===== src/rtl/fifo_rd_packer_pkg.sv =====
// Shared types and sizing helpers for the FIFO read-side packer.
// The FIFO word width defaults to `DSIZE; it falls back to 8 when the build does not define it.
`ifndef DSIZE
`define DSIZE 8
`endif

package fifo_pkg;

    localparam int DSIZE_DEF = `DSIZE;

    typedef enum logic {FILL, HOLD} pk_state_e;

    // Lane-index width; a single-lane packer still needs a 1-bit index.
    function automatic int idx_width(input int pack);
        return (pack > 1) ? $clog2(pack) : 1;
    endfunction

endpackage


===== src/rtl/fifo_rd_packer_if.sv =====
// FIFO read port plus packed-beat valid/ready channel of the read-side packer.
interface fifo_rd_packer_if
    import fifo_pkg::*;
#(
    parameter int DSIZE = DSIZE_DEF,
    parameter int PACK  = 4
);
    localparam int CW = $clog2(PACK + 1);

    logic                  rempty;
    logic [DSIZE-1:0]      rdata;
    logic                  rinc;
    logic                  out_valid;
    logic                  out_ready;
    logic [DSIZE*PACK-1:0] out_data;
    logic [CW-1:0]         out_cnt;

    modport master (
        input  rempty, rdata, out_ready,
        output rinc, out_valid, out_data, out_cnt
    );

    modport slave (
        output rempty, rdata, out_ready,
        input  rinc, out_valid, out_data, out_cnt
    );

endinterface


===== src/rtl/fifo_rd_packer_timeout.sv =====
// Idle counter for partial-beat flush: expire is asserted on the TO_CYCLES-th consecutive idle cycle.
module fifo_pack_timeout #(
    parameter int TO_CYCLES = 16
) (
    input  logic clk,
    input  logic rst,
    input  logic idle,
    output logic expire
);
    localparam int TW = (TO_CYCLES > 1) ? $clog2(TO_CYCLES) : 1;

    logic [TW-1:0] cnt;

    // Any non-idle cycle (a pop, or leaving FILL) restarts the count.
    always_ff @(posedge clk) begin
        if (rst || !idle) begin
            cnt <= '0;
        end else begin
            cnt <= cnt + TW'(1);
        end
    end

    assign expire = idle && (cnt == TW'(TO_CYCLES - 1));

endmodule


===== src/rtl/fifo_rd_packer.sv =====
// Read-side FIFO consumer: packs PACK words into one beat behind a valid/ready handshake.
// Define FIFO_PACK_FLUSH_EN to flush a partial beat after TO_CYCLES idle cycles.
module fifo_rd_packer
    import fifo_pkg::*;
#(
    parameter int DSIZE     = DSIZE_DEF,
    parameter int PACK      = 4,
    parameter int TO_CYCLES = 16
) (
    input  logic             rclk,
    input  logic             rrst,
    fifo_rd_packer_if.master bus
);
    localparam int IW = idx_width(PACK);
    localparam int CW = $clog2(PACK + 1);

    if (PACK < 1 || PACK > 16 || TO_CYCLES < 1) begin : g_param_check
        $error("fifo_rd_packer: PACK must be 1..16 and TO_CYCLES >= 1");
    end

    pk_state_e                  state, state_n;
    logic [IW-1:0]              idx, idx_n;
    logic [PACK-1:0][DSIZE-1:0] lanes, lanes_n;
    logic [CW-1:0]              cnt, cnt_n;
    logic                       rinc;
    logic                       flush;

`ifdef FIFO_PACK_FLUSH_EN
    logic idle;

    assign idle = (state == FILL) && (idx != '0) && bus.rempty;

    fifo_pack_timeout #(.TO_CYCLES(TO_CYCLES)) u_timeout (
        .clk    (rclk),
        .rst    (rrst),
        .idle   (idle),
        .expire (flush)
    );
`else
    assign flush = 1'b0;
`endif

    always_comb begin
        // NOTE: every output gets a default first so no path through the case can infer a latch.
        state_n = state;
        idx_n   = idx;
        lanes_n = lanes;
        cnt_n   = cnt;
        rinc    = 1'b0;
        unique case (state)
            FILL: begin
                rinc = !bus.rempty && !rrst;
                if (!bus.rempty) begin
                    lanes_n[idx] = bus.rdata;
                    if (idx == IW'(PACK - 1)) begin
                        state_n = HOLD;
                        cnt_n   = CW'(PACK);
                        idx_n   = '0;
                    end else begin
                        idx_n = idx + IW'(1);
                    end
                end else if (flush) begin
                    state_n = HOLD;
                    cnt_n   = CW'(idx);
                    idx_n   = '0;
                end
            end
            HOLD: begin
                // The next word is taken only in the accept cycle, so a presented beat is never overwritten.
                rinc = !bus.rempty && bus.out_ready && !rrst;
                if (bus.out_ready) begin
                    state_n = FILL;
                    lanes_n = '0;
                    cnt_n   = '0;
                    idx_n   = '0;
                    if (!bus.rempty) begin
                        lanes_n[0] = bus.rdata;
                        if (PACK == 1) begin
                            state_n = HOLD;
                            cnt_n   = CW'(PACK);
                        end else begin
                            idx_n = IW'(1);
                        end
                    end
                end
            end
            default: ;
        endcase
    end

    always_ff @(posedge rclk) begin
        // NOTE: the lane registers are reset too, because out_data must read 0 out of reset.
        if (rrst) begin
            state <= FILL;
            idx   <= '0;
            lanes <= '0;
            cnt   <= '0;
        end else begin
            // NOTE: non-blocking assignments keep every register updating from pre-edge values.
            state <= state_n;
            idx   <= idx_n;
            lanes <= lanes_n;
            cnt   <= cnt_n;
        end
    end

    assign bus.rinc      = rinc;
    assign bus.out_valid = (state == HOLD);
    assign bus.out_data  = lanes;
    assign bus.out_cnt   = cnt;

endmodule


===== src/flat_wrapper.sv =====
// flat-port wrapper written by rule: the top's interface ports become plain ports
module fifo_rd_packer_flat import fifo_pkg::*;
#(
    parameter int DSIZE     = DSIZE_DEF,
    parameter int PACK      = 4,
    parameter int TO_CYCLES = 16
)
  (rclk, rrst, bus_rempty, bus_rdata, bus_out_ready, bus_rinc, bus_out_valid, bus_out_data, bus_out_cnt);
  fifo_rd_packer_if #(.DSIZE(DSIZE), .PACK(PACK)) bus_i ();
  input  logic rclk;
  input  logic rrst;
  input wire logic [$bits(bus_i.rempty)-1:0] bus_rempty;
  input wire logic [$bits(bus_i.rdata)-1:0] bus_rdata;
  input wire logic [$bits(bus_i.out_ready)-1:0] bus_out_ready;
  output wire logic [$bits(bus_i.rinc)-1:0] bus_rinc;
  output wire logic [$bits(bus_i.out_valid)-1:0] bus_out_valid;
  output wire logic [$bits(bus_i.out_data)-1:0] bus_out_data;
  output wire logic [$bits(bus_i.out_cnt)-1:0] bus_out_cnt;
  assign bus_i.rempty = bus_rempty;
  assign bus_i.rdata = bus_rdata;
  assign bus_i.out_ready = bus_out_ready;
  assign bus_rinc = bus_i.rinc;
  assign bus_out_valid = bus_i.out_valid;
  assign bus_out_data = bus_i.out_data;
  assign bus_out_cnt = bus_i.out_cnt;
  fifo_rd_packer #(.DSIZE(DSIZE), .PACK(PACK), .TO_CYCLES(TO_CYCLES)) u_core (.rclk(rclk), .rrst(rrst), .bus(bus_i));
endmodule

===== config.mk =====
export PLATFORM = sky130hd
export DESIGN_NAME = fifo_rd_packer_flat
export DESIGN_NICKNAME = d
export VERILOG_FILES = /design/src/rtl/fifo_rd_packer_pkg.sv /design/src/rtl/fifo_rd_packer_if.sv /design/src/rtl/fifo_rd_packer_timeout.sv /design/src/rtl/fifo_rd_packer.sv /design/src/flat_wrapper.sv
export SDC_FILE = /design/constraint.sdc
export NUM_CORES = 1
export LEC_CHECK = 0
export BUFFER_PORTS_ARGS = -buffer_cell sky130_fd_sc_hd__buf_2
export CORE_ASPECT_RATIO = 0.5
export CORE_MARGIN = 10
export CORE_UTILIZATION = 45
export DETAILED_ROUTE_END_ITERATION = 7
export PLACE_DENSITY = 0.78
export SLEW_MARGIN = 20
export SYNTH_ARGS = -nofsm -noshare
export SYNTH_HDL_FRONTEND = slang
export SYNTH_SLANG_ARGS = --single-unit

===== constraint.sdc =====
create_clock -name rclk -period 1.4 [get_ports rclk]
set_clock_uncertainty 0.1 [all_clocks]
set_input_delay 0.28 -clock rclk [delete_from_list [all_inputs] [get_ports rclk]]
set_output_delay 0.28 -clock rclk [all_outputs]
set_load 0.02 [all_outputs]

## After elaboration in Yosys (flattened, before gate mapping)

Cells that the tools add are included.

| storage, ports and cells | value |
|---|---|
| memories | 0 |
| input port bits | 12 |
| word-level logic and storage cells | 44 |
| register bits | 38 |
| bits in latches | 0 |
| bits in read-only memories | 0 |
| output and inout bits | 37 |
| bits in writable memories | 0 |

| cells by class | value |
|---|---|
| bitwise gates (word level) | 1 |
| equal/unequal tests | 4 |
| magnitude comparators | 2 |
| mux-type cells | 21 |
| add/subtract/negate cells | 1 |
| shift-type cells | 0 |
| div/mod/pow operators | 0 |
| multipliers | 0 |
| reductions and logical operators | 8 |

Operator list:

| cell | number |
|---|---|
| 32-bit two-way mux | 2 |
| 32-bit case mux with 2 select lines | 1 |
| 32-bit bitwise mux | 1 |
| 8-bit demux with 2-bit select | 1 |
| 8-bit two-way mux | 2 |
| 3-bit two-way mux | 3 |
| 2-bit two-way mux | 3 |
| 3-bit case mux with 2 select lines | 1 |
| 1-bit logical AND | 4 |
| 1-bit two-way mux | 4 |
| 2-bit != test, second input constant | 2 |
| 1-bit case mux with 2 select lines | 2 |
| 2-bit case mux with 2 select lines | 1 |
| 2-bit by 3-bit less-than comparator with 1-bit output, second input constant | 1 |
| 3-bit AND reduction | 1 |
| 2-bit by 1-bit adder with 2-bit output, second input constant | 1 |
| 2-bit equality test, second input constant | 1 |
| 2-bit by 1-bit greater-or-equal comparator with 1-bit output, second input constant | 1 |
| 1-bit zero test | 2 |
| 2-bit by 1-bit != test with 1-bit output, second input constant | 1 |
| 2-bit AND reduction | 1 |
| 1-bit NOT | 1 |

## Longest topological paths before layout

Gate-level depths: netlist of run 1.

| logic depth | value |
|---|---|
| depth after elaboration | 7 |
| depth in mapped cells | 6 |
| gate-level depth less buffers | 5 |

## Least setup slack after synthesis of run 1

Ideal clock, no wire load.

| path | value |
|---|---|
| path type | reg2out |
| from | reg u_core.state, in the netlist u_core.bus.out_valid |
| to | out bus_rinc |
| arrival time | 1.156 ns |
| stages on the path, launching flop included | 4 |
| data required time | 1.020 ns |
| path buffers | 1 |
| setup slack | -0.136 ns |
| cell sequence | dfxtp_1 -> buf_6 -> nor2b_1 -> nor3_1 |

| on the way | value |
|---|---|
| word-level cells in the longest chain between the ends | 2 |

RTL lines:

| item | RTL line | text |
|---|---|---|
| start, declared | fifo_rd_packer.sv:21 | `pk_state_e state, state_n;` |
| start signal, assigned | fifo_rd_packer.sv:100 | `state <= state_n;` |
| 1-bit NOT | fifo_rd_packer.sv:50 | `unique case (state)` |
| 1-bit case mux with 2 select lines * | fifo_rd_packer.sv:50 |  |
| end, declared | flat_wrapper.sv:15 | `output wire logic [$bits(bus_i.rinc)-1:0] bus_rinc;` |

Every way passes the cells marked *; elsewhere a longest branch is shown, timed or not.

## Worst setup path after layout of run 1

| path | value |
|---|---|
| from | reg u_core.idx[1] |
| to | reg u_core.lanes (netlist bit u_core.bus.out_data[13]) |

| on the way | value |
|---|---|
| word-level cells in the longest chain between the ends | 7 |
| elaborated cells between the ends (all ways) | 8 |
| classes of those cells | 2 x order compare; 5 x mux; 1 x reduce/logical |

RTL lines:

| item | RTL line | text |
|---|---|---|
| start, declared | fifo_rd_packer.sv:22 | `logic [IW-1:0] idx, idx_n;` |
| start signal, assigned | fifo_rd_packer.sv:101 | `idx <= idx_n;` |
| 2-bit by 3-bit less-than comparator with 1-bit output (implied by the code) or 2-bit by 1-bit greater-or-equal comparator with 1-bit output (tied branches) | fifo_rd_packer.sv:54 | `lanes_n[idx] = bus.rdata;` |
| 1-bit logical AND (implied by the code) | fifo_rd_packer.sv:54 |  |
| 8-bit two-way mux (implied by the code) | fifo_rd_packer.sv:54 |  |
| 8-bit demux with 2-bit select * | - |  |
| 32-bit bitwise mux * | fifo_rd_packer.sv:54 |  |
| 32-bit two-way mux * | fifo_rd_packer.sv:53 | `if (!bus.rempty) begin` |
| 32-bit case mux with 2 select lines * | fifo_rd_packer.sv:50 |  |
| end signal, assigned | fifo_rd_packer.sv:102 | `lanes <= lanes_n;` |
| end, declared | fifo_rd_packer.sv:23 | `logic [PACK-1:0][DSIZE-1:0] lanes, lanes_n;` |

Every way passes the cells marked *; elsewhere a longest branch is shown, timed or not. The select of a mux whose other input is x is not followed.
A chain may end at the register's enable or synchronous reset.

==> results of run 1 <==
[flip-flops by register name, indices dropped and copies added, names as in the netlist]
name	cells
u_core.bus.out_valid	1
u_core.bus.out_cnt	1
u_core.idx	2
u_core.bus.out_data	32
[power by group through the flow]
| stage | clock network (mW) | registers (mW) | logic [mW] |
|---|---|---|---|
| 2_1_floorplan | 0 | 1.14 | 0.135 |
| 3_3_place_gp | 0 | 1.10 | 0.257 |
| 3_5_place_dp | 0 | 1.11 | 0.261 |
| 4_1_cts | 0.902 | 1.08 | 0.282 |
| 5_1_grt | 0.937 | 1.10 | 0.343 |
| 6_report | 0.888 | 1.09 | 0.318 |
[logic make-up after synthesis]
logic type | share of synthesized area
fa+ha+maj | 0.0327
flops | 0.471
buf+inv | 0.0704
other cells | 0.00245
simple gates | 0.289
compound gates | 0.127
mux | 0.00736
[cell type report]
class                      count  area share
inverter                       2     0.00571
tap                           40      0.0228
timing repair buffer          57       0.150
multi-input combinational    126       0.438
sequential                    36       0.334
clock buffer                   6      0.0331
clock inverter                 2      0.0160
[how the worst max path moves through the flow]
| stage | from | to | slack (ns) | cells after the start |
|---|---|---|---|---|
| 3_5_place_dp | u_core.idx[0] | u_core.bus.out_data[30] | -0.14 | 4 |
| 4_1_cts | u_core.idx[0] | u_core.bus.out_data[30] | -0.006 | 4 |
| 6_report | u_core.idx[1] | u_core.bus.out_data[13] | -0.06 | 5 |
| 3_3_place_gp | u_core.idx[0] | u_core.bus.out_data[20] | -0.08 | 5 |
| 5_1_grt | u_core.idx[1] | u_core.bus.out_data[13] | -0.09 | 5 |
| 2_1_floorplan | u_core.idx[0] | u_core.bus.out_data[28] | 0.01 | 5 |
[worst min-delay path: stages]
cell and delay [ns]:
buf_2 0.13, nand2_1 0.06, a21oi_1 0.05
[synthesized netlist by cell type, types with 3 or more instances]
library cell	instances
buf_6	3
nand2_1	25
ha_1	4
dfxtp_1	36
or3b_1	4
clkbuf_1	5
nand3b_1	8
buf_2	5
buf_4	3
nand3_1	31
a21oi_1	35
nor2_1	5
[routing by layer]
metal	wire length, um	vias to the layer above	GRT usage
met1	1820	696	0.175
li1	-	710	-
met4	62	0	0.0458
met3	424	6	0.0469
met2	2340	53	0.245
met5	0	-	0
[repair_timing]
action | 4_1_cts | 5_1_grt
endpoints found under the setup margin | 33 | 35
resized for setup | 19 | 46
buffers inserted | 3 | 0
pin swaps | 1 | 38
[per-stage QoR]
stage | worst slack [ns] | cell area (um^2) | cells | power, mW | setup TNS [ns]
global placement | -0.0833 | 1780 | 258 | 1.36 | -2.16
global route | -0.0884 | 2190 | 269 | 2.38 | -1.69
CTS | -0.00608 | 1960 | 269 | 2.27 | -0.0219
finish | -0.0638 | 2190 | 269 | 2.30 | -0.440
floorplan | 0.0123 | 1540 | 180 | 1.28 | 0
detailed placement | -0.141 | 1780 | 258 | 1.37 | -3.66
==> results.yml, run 1 <==
synth:
  synthTopCellsByArea: "dfxtp_1 47%, a21oi_1 11%, nand3_1 10%"
  syn_area_per_cell_um2: 8.54
  ys_types: 24
  yosysWarnings: 0
  synth_edf_count: 0
  ys_async_sr_fraction: 0
  netlist_area_um2: 1530
  ys.flop_type: "dfxtp_1"
  synth_area_leader_cell: "dfxtp_1"
  synth_cells: 179
  synth_top_area_share: 0.471
  ys_ff_latch: 36
  yosysSeqAreaShare: 0.471
sta:
  finalHoldViolations: 0
  min_period_ns: 1.46
  min_period_over_period: 1.05
  layout_setup_ws_ns: -0.0638
  setup_viol: 25
  max_freq_ghz: 0.683
  holdWs_ns: 0.189
  rsz0062_at_grt: "yes"
  slew_violations: 0
drt:
  ant_nets: 0
  wl_mm: 4.65
  drc: 0
  vias: 1465
  wl_per_cell_um: 17.3
  vias_per_cell: 5.45
  dr.pass1.iters: 4
  drt_iter0_markers: 46
cts:
  cts_max_level: 2
  cts_hold_buffers: 0
  clock-sinks: 36
  cts_root_buf: "clkbuf_8"
  cts_inserted_buffers: 5
  clkSlewWorstSetupHoldPaths_ns: 0.08
  insertion_delay_ns: 0.27
  clockBufferDepth: 2
  cts_tree: "done"
floorplanning:
  coreArea_um2: 3120
  pin_count: 49
  die_h_um: 61.2
  initial_core_util: 0.490
  placementRows: 14
  dieArea_um2: 6270
  fp.dieW_um: 102
global_routing:
  grt_max_degree: 37
  grt_first_pass_wirelength_mm: 7.18
  grt_usage: 0.145
  grt_pass1_vias: 1456
  antenna_found_initial: 0
  overflow: 0
worst_hold_path:
  min_path_cells: 3
  min_from: "bus_rdata[0]"
  min_to: "u_core.bus.out_data[8]"
  min_path_type: "primary input to register"
worst_setup_path:
  worstSetupEndpointType: "register"
  critPathKind: "register to register"
  critPathSlowestCell: "or3b_4"
  path_cells: "inv_4 > ha_4 > or3b_4 > nand3_2 > a21oi_1"
  arrival_ns: 1.51
  rr_endpoint: "u_core.bus.out_data[13]"
  cp_max_fo: 8
  slowest_delay_ns: 0.46
  reg2reg_depth: 5
  reg2reg_from: "u_core.idx[1]"
  worst-path-buf-inv: 1
  critical_path_required_ns: 1.44
  cp-start-kind: "register"
  path_delay_family: "simple AND/OR/NAND/NOR gates"
  r2r_setup_slack_ns: -0.06
layout:
  fin_util: 0.703
  final_nets: 244
  layout-drive-gt1-share: 0.524
  final_cell_mix: "44 x buf_2, 33 x dfxtp_1, 32 x nand3_2, 31 x a21oi_1, 25 x nand2_1"
  fill_cells: 216
  syn2layout_area_growth_pct: 43.3
  n_antenna_cell: 0
  register_area_um2: 732
  multi_input_area_um2: 960
  mostFrequentLayoutCell: "buf_2"
place:
  dp_hpwl_mm: 3.10
  io_buffers: 46
  place.gp.congestion: 0.833
pwr:
  power.switching_mw: 0.588
  p_seq_frac: 0.475
  leakage_nw: 0.839
  ir_worst_vdd_uv: 516
  p_comb_frac: 0.138
  switching_share: 0.256
  p_int_mw: 1.71
  p_per_area_nw_per_um2: 1050
  pwr-share-clk: 0.387
run_status:
  outcome: "finished, violations left"
  violations: "setup timing"
job:
  maxCapViolations: 0
Note: power is estimated with default switching activity, not from simulation.
==> inputs of run 2 (changes only) <==
--- a/config.mk
+++ b/config.mk
@@ -10,7 +10,7 @@
 export CORE_MARGIN = 10
 export CORE_UTILIZATION = 45
 export DETAILED_ROUTE_END_ITERATION = 7
-export PLACE_DENSITY = 0.78
+export PLACE_DENSITY = 0.75
 export SLEW_MARGIN = 20
 export SYNTH_ARGS = -nofsm -noshare
 export SYNTH_HDL_FRONTEND = slang
==> results.yml, run 2 (synthesized netlist as in run 1, its figures left out) <==
pwr:
  leakage_nw: 0.862
  switching_share: 0.275
  p_per_area_nw_per_um2: 999
  p_int_mw: 1.59
  pwr-share-clk: 0.351
  p_comb_frac: 0.150
  ir_worst_vdd_uv: 623
  power.switching_mw: 0.600
  p_seq_frac: 0.499
drt:
  dr.pass1.iters: 4
  ant_nets: 0
  vias: 1512
  drt_iter0_markers: 94
  vias_per_cell: 5.56
  drc: 0
  wl_mm: 5.12
  wl_per_cell_um: 18.8
cts:
  cts_root_buf: "clkbuf_8"
  clock-sinks: 36
  insertion_delay_ns: 0.29
  cts_max_level: 2
  clockBufferDepth: 2
  cts_inserted_buffers: 5
  cts_hold_buffers: 0
  clkSlewWorstSetupHoldPaths_ns: 0.07
  cts_tree: "done"
floorplanning:
  dieArea_um2: 6270
  pin_count: 49
  initial_core_util: 0.490
  fp.dieW_um: 102
  placementRows: 14
  coreArea_um2: 3120
  die_h_um: 61.2
worst_hold_path:
  min_path_type: "primary input to register"
global_routing:
  antenna_found_initial: 0
  overflow: 0
  grt_max_degree: 37
  grt_usage: 0.159
  grt_pass1_vias: 1533
  grt_first_pass_wirelength_mm: 7.57
sta:
  rsz0062_at_grt: "yes"
  setup_viol: 34
  finalHoldViolations: 0
  min_period_ns: 1.46
  slew_violations: 0
  holdWs_ns: 0.184
  min_period_over_period: 1.04
  max_freq_ghz: 0.687
  layout_setup_ws_ns: -0.0553
layout:
  fin_util: 0.702
  design_area_um2: 2190
  multi_input_area_um2: 931
  final_nets: 247
  syn2layout_area_growth_pct: 43.1
  n_antenna_cell: 0
  mostFrequentLayoutCell: "buf_2"
  register_area_um2: 732
  layout-drive-gt1-share: 0.509
  final_cell_mix: "45 x buf_2, 33 x dfxtp_1, 29 x a21oi_1, 24 x nand3_2, 23 x nand2_1"
  largest_reg_flops: 32
  fill_cells: 207
  final_cells: 272
place:
  place.gp.congestion: 0.842
  dp_hpwl_mm: 3.08
  io_buffers: 46
  dp_cells: 262
  placed_area_um2: 1810
worst_setup_path:
  critPathKind: "register to register"
  cp-start-kind: "register"
  cp_max_fo: 8
  critical_path_required_ns: 1.46
  arrival_ns: 1.51
  worstSetupEndpointType: "register"
job:
  maxCapViolations: 0
run_status:
  outcome: "finished, violations left"
  violations: "setup timing"
[run 2: repair_timing]
item                                    4_1_cts  5_1_grt
endpoints found under the setup margin       33       36
gates resized for setup                      44       19
buffers inserted                              2        0
pin swaps                                    18       16
hold endpoints to repair                      0        0
[run 2: cell type report]
class / instances / share of cell area
Tap cell: 40 / 0.0229
Sequential cell: 36 / 0.334
Multi-Input combinational cell: 126 / 0.425
Timing Repair Buffer: 60 / 0.170
Clock buffer: 8 / 0.0412
Inverter: 2 / 0.00572
[run 2: path summary, 6_finish.rpt]
path / from / to / slack (ns) / cells after the start
max: u_core.idx[1] / u_core.bus.out_data[10] / -0.06 / 5
min: bus_rdata[3] / u_core.bus.out_data[19] / 0.18 / 3
max reg2reg: u_core.idx[1] / u_core.bus.out_data[10] / -0.06 / 5
min reg2reg: u_core.bus.out_data[1] / u_core.bus.out_data[1] / 0.36 / 2
[run 2: power by group through the flow]
stage | clock network [mW] | registers, mW | logic, mW
after CTS | 0.780 | 1.09 | 0.308
after detailed placement | 0 | 1.10 | 0.267
after global placement | 0 | 1.10 | 0.263
after floorplan | 0 | 1.14 | 0.135
after global routing | 0.810 | 1.09 | 0.350
final | 0.767 | 1.09 | 0.328
[run 2: per-layer routing]
| metal | wire length (um) | vias up | global-route usage |
|---|---|---|---|
| met5 | 0 | - | 0 |
| met3 | 588 | 23 | 0.0603 |
| met2 | 2510 | 82 | 0.270 |
| met1 | 1810 | 691 | 0.173 |
| li1 | - | 716 | - |
| met4 | 213 | 0 | 0.0876 |
[run 2: through the flow]
step	power, mW	TNS [ns]	setup slack (ns)
after floorplan	1.28	0	0.0123
after global placement	1.36	-2.00	-0.0860
after detailed placement	1.37	-3.06	-0.125
after CTS	2.17	-0.0671	-0.0306
after global routing	2.25	-2.28	-0.126
final	2.19	-0.853	-0.0553
[run 2: critical path: stages, from the launching register on]
cell     delay [ns]
dfxtp_4        0.38
inv_4          0.08
ha_4           0.12
or3b_4         0.46
nand3_2        0.09
a21oi_1        0.09
==> inputs of run 3 (changes only) <==
--- a/config.mk
+++ b/config.mk
@@ -5,12 +5,11 @@
 export SDC_FILE = /design/constraint.sdc
 export NUM_CORES = 1
 export LEC_CHECK = 0
-export BUFFER_PORTS_ARGS = -buffer_cell sky130_fd_sc_hd__buf_2
 export CORE_ASPECT_RATIO = 0.5
 export CORE_MARGIN = 10
-export CORE_UTILIZATION = 45
+export CORE_UTILIZATION = 46
 export DETAILED_ROUTE_END_ITERATION = 7
-export PLACE_DENSITY = 0.75
+export DONT_BUFFER_PORTS = 1
 export SLEW_MARGIN = 20
 export SYNTH_ARGS = -nofsm -noshare
 export SYNTH_HDL_FRONTEND = slang
==> results.yml, run 3 (synthesized netlist as in run 1, its figures left out) <==
global_routing:
  grt_max_degree: 37
  grt_first_pass_wirelength_mm: 6.47
  overflow: 0
  antenna_found_initial: 0
  grt_pass1_vias: 1145
  grt_usage: 0.137
sta:
  slew_violations: 0
  max_freq_ghz: 0.697
  finalHoldViolations: 0
  min_period_over_period: 1.03
  min_period_ns: 1.44
  setup_viol: 22
  holdWs_ns: 0.00692
  rsz0062_at_grt: "yes"
  layout_setup_ws_ns: -0.0356
worst_setup_path:
  reg2reg_depth: 5
  path_delay_family: "simple AND/OR/NAND/NOR gates"
  r2r_setup_slack_ns: -0.04
  startpoint: "u_core.idx[0]"
  critPathKind: "register to register"
  rr_endpoint: "u_core.bus.out_data[19]"
  worstSetupEndpointType: "register"
  path_cells: "inv_4 > ha_4 > or3b_4 > nand3_2 > a21oi_1"
  reg2reg_from: "u_core.idx[0]"
  cp_num_cells: 5
  cp-start-kind: "register"
  worst-path-buf-inv: 1
  slowest_delay_ns: 0.46
  critical_path_required_ns: 1.48
  critPathSlowestCell: "or3b_4"
  cp_max_fo: 8
  arrival_ns: 1.52
worst_hold_path:
  min_path_type: "primary input to register"
  min_from: "bus_rdata[6]"
  min_path_cells: 2
  min_to: "u_core.bus.out_data[14]"
drt:
  drt_iter0_markers: 105
  vias_per_cell: 5.57
  ant_nets: 0
  dr.pass1.iters: 4
  wl_mm: 4.36
  drc: 0
  wl_per_cell_um: 19.3
  vias: 1258
cts:
  clkSlewWorstSetupHoldPaths_ns: 0.08
  insertion_delay_ns: 0.29
  cts_inserted_buffers: 5
  cts_max_level: 2
  cts_tree: "done"
  clock-sinks: 36
  cts_root_buf: "clkbuf_8"
  clockBufferDepth: 2
place:
  io_buffers: 0
  preCtsSetupSlack_ns: -0.122
  place.gp.congestion: 0.764
  placed_area_um2: 1560
  dp_hpwl_mm: 2.92
run_status:
  violations: "setup timing"
  outcome: "finished, violations left"
layout:
  mostFrequentLayoutCell: "dfxtp_1"
  layout-drive-gt1-share: 0.398
  final_nets: 201
  n_antenna_cell: 0
  largest_reg_flops: 32
  design_area_um2: 1980
  final_cell_mix: "33 x dfxtp_1, 29 x a21oi_1, 20 x nand2_1, 20 x nand3_2, 12 x nand3_1"
  fill_cells: 270
  syn2layout_area_growth_pct: 29.8
floorplanning:
  coreArea_um2: 3080
  fp.dieW_um: 102
  pin_count: 49
  placementRows: 14
  initial_core_util: 0.496
  die_h_um: 60.8
  dieArea_um2: 6170
pwr:
  power_mw: 2.25
  ir_worst_vdd_uv: 793
  leakage_nw: 0.655
  p_per_area_nw_per_um2: 1140
job:
  maxCapViolations: 0
-- run 3: worst max-delay path by stage --
stage                                    endpoint  slack, ns
after detailed placement   u_core.bus.out_data[5]      -0.12
after global placement     u_core.bus.out_data[5]      -0.09
after CTS                                bus_rinc      -0.01
after floorplan           u_core.bus.out_data[28]       0.01
final                     u_core.bus.out_data[19]      -0.04
after global routing      u_core.bus.out_data[23]      -0.07
-- run 3: report_power, final --
part	leakage [nW]	switching (mW)	total [mW]	internal [mW]
registers	0.294	0.0758	1.13	1.06
clock network	0.0541	0.395	0.922	0.527
logic	0.306	0.107	0.199	0.0921
total	0.655	0.578	2.25	1.68
-- run 3: stage by stage --
step,utilization,instances,TNS (ns)
6_report,0.644,226,-0.327
5_1_grt,0.644,226,-1.54
4_1_cts,0.581,224,-0.0139
3_5_place_dp,0.505,213,-2.94
3_3_place_gp,0.505,213,-1.94
2_1_floorplan,-,180,0
-- run 3: timing repair --
| action | in CTS | in global routing |
|---|---|---|
| setup buffers | 2 | 2 |
| hold buffers | 1 | 0 |
| pin swaps | 8 | 17 |
| gates resized for setup | 22 | 40 |
| endpoints found under the hold margin | 36 | 0 |
| setup endpoints to repair | 33 | 35 |
-- run 3: area by class of cell --
type                            instances  area, um^2  share of cell area
Inverter                                2        12.5             0.00631
Clock buffer                            5        68.8              0.0347
Multi-Input combinational cell        126         937               0.472
Sequential cell                        36         732               0.369
Tap cell                               40        50.0              0.0252
Timing Repair Buffer                   14         141              0.0712
Clock inverter                          3        42.5              0.0214
-- run 3: worst reg2reg max path, stage by stage, from the launching register on --
cell	delay [ns]
dfxtp_4	0.38
inv_4	0.08
ha_4	0.13
or3b_4	0.46
nand3_2	0.10
a21oi_1	0.07
-- run 3: metal layers --
metal / global-route usage / wire length (um) / vias up / share of wire
met5: 0 / 0 / - / 0
met2: 0.192 / 1910 / 28 / 0.44
met1: 0.178 / 2060 / 598 / 0.47
met4: 0.0592 / 59 / 0 / 0.014
li1: - / - / 625 / -
met3: 0.0601 / 336 / 7 / 0.077
